[src/rtl/button_event_arbiter.sv]
// Collects debounced rise/fall pulses into one-deep per-channel slots and
// serialises them onto a valid/ready event stream with round-robin arbitration.
module button_event_arbiter #(
    parameter int N_CH = 4
) (
    input  logic                      clock,
    input  logic                      reset,
    input  logic [N_CH-1:0]           rise,
    input  logic [N_CH-1:0]           fall,
    output logic                      ev_valid,
    input  logic                      ev_ready,
    output logic [$clog2(N_CH)-1:0]   ev_ch,
    output logic                      ev_type,
    output logic [N_CH-1:0]           overflow,
    input  logic                      overflow_clr
);

    localparam int CW = $clog2(N_CH);

    typedef enum logic {
        EMPTY = 1'b0,
        FULL  = 1'b1
    } state_t;

    state_t          state_reg, state_next;
    logic [CW-1:0]   ev_ch_reg, ev_ch_next;
    logic            ev_type_reg, ev_type_next;
    logic [CW-1:0]   last_grant_reg, last_grant_next;
    logic [N_CH-1:0] slot_occ_reg, slot_occ_next;
    logic [N_CH-1:0] slot_type_reg, slot_type_next;
    logic [N_CH-1:0] overflow_reg, overflow_next;

    logic            any_occ;
    logic            found;
    logic [CW-1:0]   winner;
    logic [CW-1:0]   cand;
    int              sum;
    logic            load;
    logic [N_CH-1:0] freed;
    logic [N_CH-1:0] pulse;
    logic [N_CH-1:0] drop;

    assign any_occ = |slot_occ_reg;

    // Round-robin search starting just after the last granted channel.
    always_comb begin
        found  = 1'b0;
        winner = '0;
        sum    = 0;
        cand   = '0;
        for (int k = 1; k <= N_CH; k++) begin
            sum = int'(last_grant_reg) + k;
            if (sum >= N_CH) begin
                sum = sum - N_CH;
            end
            cand = CW'(sum);
            if (!found && slot_occ_reg[cand]) begin
                found  = 1'b1;
                winner = cand;
            end
        end
    end

    always_comb begin
        state_next = state_reg;
        load       = 1'b0;
        case (state_reg)
            EMPTY: begin
                if (any_occ) begin
                    load       = 1'b1;
                    state_next = FULL;
                end
            end
            FULL: begin
                if (ev_ready) begin
                    if (any_occ) begin
                        load = 1'b1;
                    end else begin
                        state_next = EMPTY;
                    end
                end
            end
            default: state_next = EMPTY;
        endcase
        ev_ch_next      = load ? winner : ev_ch_reg;
        ev_type_next    = load ? slot_type_reg[winner] : ev_type_reg;
        last_grant_next = load ? winner : last_grant_reg;
    end

    // A pulse landing on a slot that is freed this edge refills it; otherwise
    // an occupied slot keeps its older event and the new pulse is lost.
    generate
        for (genvar gi = 0; gi < N_CH; gi++) begin : g_slot
            assign freed[gi]          = load && (winner == CW'(gi));
            assign pulse[gi]          = rise[gi] | fall[gi];
            assign drop[gi]           = pulse[gi] && slot_occ_reg[gi] && !freed[gi];
            assign slot_occ_next[gi]  = pulse[gi] ? 1'b1 : (slot_occ_reg[gi] && !freed[gi]);
            assign slot_type_next[gi] = (pulse[gi] && !drop[gi]) ? rise[gi] : slot_type_reg[gi];
            assign overflow_next[gi]  = drop[gi] || (rise[gi] && fall[gi]) ||
                                        (overflow_reg[gi] && !overflow_clr);
        end
    endgenerate

    always_ff @(posedge clock or posedge reset) begin
        if (reset) begin
            state_reg      <= EMPTY;
            ev_ch_reg      <= '0;
            ev_type_reg    <= 1'b0;
            last_grant_reg <= CW'(N_CH - 1);
            slot_occ_reg   <= '0;
            slot_type_reg  <= '0;
            overflow_reg   <= '0;
        end else begin
            state_reg      <= state_next;
            ev_ch_reg      <= ev_ch_next;
            ev_type_reg    <= ev_type_next;
            last_grant_reg <= last_grant_next;
            slot_occ_reg   <= slot_occ_next;
            slot_type_reg  <= slot_type_next;
            overflow_reg   <= overflow_next;
        end
    end

    assign ev_valid = (state_reg == FULL);
    assign ev_ch    = ev_ch_reg;
    assign ev_type  = ev_type_reg;
    assign overflow = overflow_reg;

endmodule

[config.mk]
export PLATFORM = sky130hd
export DESIGN_NAME = button_event_arbiter
export DESIGN_NICKNAME = d
export VERILOG_FILES = /design/src/rtl/button_event_arbiter.sv
export SDC_FILE = /design/constraint.sdc
export NUM_CORES = 1
export LEC_CHECK = 0
export ABC_AREA = 1
export BUFFER_PORTS_ARGS = -buffer_cell sky130_fd_sc_hd__buf_4
export CORE_MARGIN = 2
export CORE_UTILIZATION = 46
export DETAILED_ROUTE_END_ITERATION = 10
export GPL_ROUTABILITY_DRIVEN = 1
export GPL_TIMING_DRIVEN = 0
export PLACE_DENSITY = 0.71
export SYNTH_ARGS = -nofsm -noshare
export SYNTH_HDL_FRONTEND = slang
export SYNTH_SLANG_ARGS = --single-unit
[constraint.sdc]
create_clock -name clock -period 2.65 [get_ports clock]
set_clock_uncertainty 0.05 [all_clocks]
set_input_delay 0.1325 -clock clock [delete_from_list [all_inputs] [get_ports clock]]
set_output_delay 0.1325 -clock clock [all_outputs]
set_load 0.05 [all_outputs]
Word-level counts from Yosys, hierarchy flattened
Cells that the tools add are included.
W data, S select, Z words.
- flip-flop bits (word level): 18
- bits of input ports: 12
- output and inout port bits: 8
- logic and storage cells: 118
- $add $sub $neg: 8
- magnitude comparators: 9
- eq/ne operators: 3
- mux-type cells: 30
- bitwise gates (word level): 5
- reduce and logical (&&, ||, !) cells: 53
- operators with widths (cell ; number):
    $logic_and A1 B1 Y1 ; 31
    $mux W2 ; 8
    $lt A2 B3 Y1 const B ; 5
    $mux W1 ; 15
    $logic_not A1 Y1 ; 12
    $bmux W1 S2 ; 5
    $ge A3 B3 Y1 const B ; 3
    $logic_or A1 B1 Y1 ; 8
    $sub A2 B1 Y2 const B ; 4
    $add A2 B2 Y3 const B ; 2
    $add A2 B3 Y4 const B ; 1
    $eq A2 B2 Y1 const B ; 2
    $ge A4 B3 Y1 const B ; 1
    $or A1 B1 Y1 ; 4
    $pmux W1 S2 ; 2
    $reduce_or A4 Y1 ; 1
    $add A2 B1 Y3 const B ; 1
    $eq A2 B1 Y1 const B ; 1
    $logic_not A2 Y1 ; 1
    $not A1 Y1 ; 1

Longest topological paths before layout
- depth in word-level cells: 21
- mapped depth: 16
- depth with buffers taken out: 15

Least setup slack after synthesis
Ideal clock, no wire load.
- kind: reg2reg
- from: register last_grant_reg[0]
- to: register overflow_reg[3], in the netlist overflow[3]
- setup time: 0.118 ns
- arrival time: 1.667 ns
- required time: 2.482 ns
- path slack: 0.816 ns
- cell stages (with the launch flop): 15
- path buffers: 1
- period minus slack after synthesis: 1.834 ns
- cells stage by stage: dfstp_2 -> buf_6 -> inv_6 -> nand2_2 -> nand2_1 -> nand2_1 -> nand2_4 -> nor2_4 -> nand4_2 -> nand2_2 -> nand3_1 -> nand2_2 -> nand2_1 -> nand2_1 -> nand2_1
- word-level cells in the longest chain between the ends: 21
- elaborated cells between the ends (all ways): 43
- classes of those cells: add/sub: 8; order compare: 4; eq/ne: 1; mux: 19; reduce/logical: 11
- RTL lines (what ; line ; RTL):
    start: declaration ; 28 ; logic [CW-1:0] last_grant_reg, last_grant_next;
    start signal: assignment ; 109 ; last_grant_reg <= CW'(N_CH - 1);
    start signal: assignment ; 117 ; last_grant_reg <= last_grant_next;
    $add A2 B1 Y3 ; 52 ; sum = int'(last_grant_reg) + k;
    $ge A3 B3 Y1 or $sub A2 B1 Y2 (tied branches) ; 53, 54 ;
    $mux W2 ; 53 ; if (sum >= N_CH) begin
    $bmux W1 S2 ; 57 ; if (!found && slot_occ_reg[cand]) begin
    $mux W1 (implied by the code) ; 57 ;
    $mux W1 ; 57 ;
    $logic_not A1 Y1 ; 57 ;
    $logic_and A1 B1 Y1 ; 57 ;
    [... 5 more ...] ; - ;
    $logic_and A1 B1 Y1 ; 57 ;
    $mux W2 (*) ; 57 ;
    $eq A2 B2 Y1 (*) ; 94 ; assign freed[gi] = load && (winner == CW'(gi));
    $logic_and A1 B1 Y1 (*) ; 94 ;
    $logic_not A1 Y1 (*) ; 96 ; assign drop[gi] = pulse[gi] && slot_occ_reg[gi] && !freed[gi];
    $logic_and A1 B1 Y1 (*) ; 96 ;
    $logic_or A1 B1 Y1 (*) (2 in series) ; 99 ; assign overflow_next[gi] = drop[gi] || (rise[gi] && fall[gi]) ||
    net overflow_next[3] ; 31 ; logic [N_CH-1:0] overflow_reg, overflow_next;
    end signal: assignment ; 120 ; overflow_reg <= overflow_next;
    end: declaration ; 31 ;
The timed path passes the listed nets; every way through them passes the cells marked *. The select of a mux whose other input is x is not followed.
A chain may end at the register's enable or synchronous reset.

Worst setup path after layout
- from: register last_grant_reg[0]
- to: register slot_type_reg[3]
- word-level cells in the longest chain between the ends: 21
- elaborated cells between the ends (all ways): 43
- classes of those cells: add/sub: 8; order compare: 4; eq/ne: 1; mux: 19; reduce/logical: 11
- RTL lines (what ; line ; RTL):
    $add A2 B1 Y3 ; 52 ;
    $ge A3 B3 Y1 or $sub A2 B1 Y2 (tied branches) ; 53, 54 ;
    $mux W2 ; 53 ;
    $bmux W1 S2 ; 57 ;
    $mux W1 (implied by the code) ; 57 ;
    $mux W1 ; 57 ;
    $logic_not A1 Y1 ; 57 ;
    $logic_and A1 B1 Y1 ; 57 ;
    [... 5 more ...] ; - ;
    $logic_and A1 B1 Y1 ; 57 ;
    $mux W2 (*) ; 57 ;
    $eq A2 B2 Y1 (*) ; 94 ;
    $logic_and A1 B1 Y1 (*) ; 94 ;
    $logic_not A1 Y1 (*) ; 96 ;
    $logic_and A1 B1 Y1 (*) ; 96 ;
    $logic_not A1 Y1 (*) ; 98 ; assign slot_type_next[gi] = (pulse[gi] && !drop[gi]) ? rise[gi] : slot_type_reg[gi];
    $logic_and A1 B1 Y1 (*) ; 98 ;
    end signal: assignment ; 119 ; slot_type_reg <= slot_type_next;
    end: declaration ; 30 ; logic [N_CH-1:0] slot_type_reg, slot_type_next;
Mark *: on every way between the ends. The rest lies on a longest branch, timed or not. The select of a mux whose other input is x is not followed.

==> results.json <==
{
  "regArea_um2": 452.9,
  "setup_viol": 0,
  "fin_crit_sh": 0.7597,
  "cts_made_buffers": 3,
  "wire_per_inst_um": 11.48,
  "drive_gt1_frac": 0.2890,
  "cts_buffer_depth": 2,
  "grt_pass1_vias": 920,
  "async_reset_ff_frac": 1.000,
  "hold_viol": 0,
  "path_max_fanout": 10,
  "critPathKind": "reg2reg",
  "drtIter0Drc": 33,
  "synthesis.nets": 156,
  "first_pass_iters": 4,
  "syn_inst": 144,
  "dp_cells": 191,
  "crit_chain": "buf_6 -> inv_6 -> nand2_1 -> nand2_2 -> nand2_4 -> nand2_4 -> o21ai_1 -> nand3_2 -> nand2_2 -> nand3_1 -> nand2_2 -> nand2_1 -> nand2_1 -> nand2_1",
  "min_path_type": "in2reg",
  "synthAdderAreaFrac": 0,
  "fmax_mhz": 496.7,
  "diodes": 0,
  "start_util": 0.4967,
  "final_cells": 201,
  "critical_path.most_common_cell": "nand2_1",
  "drc": 0,
  "synth_flop_cell": "dfrtp_1",
  "p_per_area_mw_per_mm2": 1410,
  "syn_area_per_cell_um2": 7.777,
  "antenna_found_initial": 0,
  "cts.sinks": 18,
  "die_w_um": 53.34,
  "cts_tree": "built",
  "finish.instance_area_mm2": 0.001394,
  "grt_max_degree": 19,
  "core_area_mm2": 0.002255,
  "synth_common_cells": "nand2_1 (56), dfrtp_1 (16), inv_1 (12), nand2_2 (9), nand3_1 (9)",
  "ys_ff_latch": 18,
  "die_h_um": 53.34,
  "cts-root-buf": "clkbuf_4",
  "n_fill_cell": 204,
  "gp_congestion": 0.8077,
  "ioPinCount": 20,
  "slew-limit-headroom": 0.5572,
  "synth_xor_area_frac": 0,
  "rsz0062_at_grt": "no",
  "status": "complete, no violations",
  "synth_edf_count": 0,
  "synth_top_area_frac": 0.3575,
  "placed_area_mm2": 0.001297,
  "grt_usage": 0.1908,
  "fin_crit_ns": 2.013,
  "ys_seq_area_frac": 0.4045,
  "yosysTopAreaCell": "dfrtp_1",
  "h-tree-depth": 1,
  "rows": 17,
  "die-area_mm2": 0.002845,
  "yosysMostFrequentCell": "nand2_1",
  "insertion_delay_ns": 0.29,
  "port_buffers": 19,
  "vias": 1017,
  "syn-cell-area_mm2": 0.001120,
  "grt-ovfl-total": 0,
  "multiInputGateArea_um2": 594.3,
  "power_w": 0.001965,
  "worst_slew_pin_slew_ns": 0.6635,
  "synth_top_family_by_area": "simple AND/OR/NAND/NOR gates",
  "synth.area.top_cells": "dfrtp_1 (36%), nand2_1 (19%), nand2_2 (5.0%), nand2_4 (5.0%), dfstp_2 (4.7%)",
  "drt-total-wl_um": 2308,
  "clk_pin_slew_ns": 0.10,
  "peakVddDrop_uv": 786.2,
  "p_leak_nw": 0.7262,
  "cap_violations": 0,
  "area_growth_pct": 24.47,
  "crit_required_ns": 2.80,
  "nNetsFinal": 186,
  "synth.distinct_cells": 23,
  "drv_slew": 0,
  "synthMuxAreaShare": 0,
  "finalSetupTns_ns": 0,
  "ys_warn_count": 0,
  "start_kind": "register",
  "dp_hpwl_um": 1769,
  "grt_pass1_wl_um": 3884,
  "synth_compound_area_frac": 0.08492,
  "synth-simple-area-share": 0.4458,
  "viasPerCell": 5.060,
  "end_kind": "register",
  "cp_slowest_cell": "dfstp_2",
  "slowest_delay_ns": 0.54,
  "crit_arrival_ns": 2.16,
  "drtAntennaViolNets": 0
}
path summary, 6_finish.rpt:
kind                                                from                      endpoint  slack, ns  depth (start not counted)
min in group asynchronous                          reset         overflow[3]$_DFF_PP0_       0.43                          3
setup reg to reg           last_grant_reg[0]$_DFFE_PP1P_  slot_type_reg[3]$_DFFE_PP0P_       0.64                         14
max in group asynchronous                          reset     slot_occ_reg[2]$_DFF_PP0_       1.70                          3
hold / removal                                   rise[2]  slot_type_reg[2]$_DFFE_PP0P_      0.004                          3
setup / recovery           last_grant_reg[0]$_DFFE_PP1P_  slot_type_reg[3]$_DFFE_PP0P_       0.64                         14
hold reg to reg             slot_type_reg[1]$_DFFE_PP0P_  slot_type_reg[1]$_DFFE_PP0P_       0.43                          2
metal layers:
layer / GRT usage / vias to the layer above / wire length [um]
li1: - / 519 / -
met1: 0.2246 / 468 / 1006
met2: 0.3292 / 24 / 1186
met3: 0.03390 / 6 / 66
met4: 0.09402 / 0 / 48
met5: 0 / - / 0
repair_timing:
| action | 4_1_cts | 5_1_grt |
|---|---|---|
| endpoints found under the hold margin | 19 | 2 |
| hold buffers | 4 | 2 |
| gates resized for setup | 0 | 0 |
| setup buffers | 0 | 0 |
power by group:
| group | total (W) | switching, W | internal [W] |
|---|---|---|---|
| combinational | 0.00132 | 0.000888 | 0.000435 |
| clock | 0.000170 | 0.0000858 | 0.0000837 |
| sequential | 0.000473 | 0.0000767 | 0.000396 |
| total | 0.00197 | 0.00105 | 0.000915 |
worst max-delay path: cells and delay by family, from the launching register on:
family,cells,cell delay (ns)
buf+inv,2,0.20
simple gates,11,0.98
compound gates,1,0.15
flops,1,0.54
area by class of cell:
cell class | count | share of cell area
multi-input combinational | 110 | 0.4264
sequential | 18 | 0.3250
timing repair buffer | 25 | 0.1454
inverter | 15 | 0.04399
clock buffer | 4 | 0.02603
tap | 28 | 0.02513
buffer | 1 | 0.008079
cells by family (layout without fill, tap and decap cells):
group	count (synthesis)	in the layout
AO/OA/AOI/OAI	12	12
AND/OR/NAND/NOR	98	98
buffers and inverters	16	45
flip-flops	18	18
stage by stage:
step	setup WS [ns]	util	hold slack, ns
finish	0.6367	0.6182	0.004371
CTS	0.6278	0.6093	0.001890
floorplan	0.8156	-	0.01961
global route	0.4276	0.6182	0.005946
detailed placement	0.6443	0.5755	0.2200
global placement	0.6769	0.5755	0.2216
layout by cell type, fill, tap and decap left out:
master	Yosys	layout
o21ai_0	4	4
clkbuf_8	0	1
o21ai_1	2	2
dlygate4sd3_1	0	6
clkbuf_4	0	3
nor2_1	8	8
nand3_1	9	9
inv_2	2	2
nand2_2	9	9
dfrtp_1	16	16
inv_6	1	1
nand3_4	1	1
a21oi_1	1	1
buf_6	1	1
nor4_1	1	1
nand2_4	5	5
buf_4	0	19
nand4_2	1	1
inv_1	12	12
a22oi_1	3	3
nand2_1	56	56
nand4_1	3	3
nor2_4	1	1
o21bai_4	2	2
nand3_2	2	2
dfstp_2	2	2
nand3b_1	2	2
No activity file was read; power rests on OpenSTA's default activity.
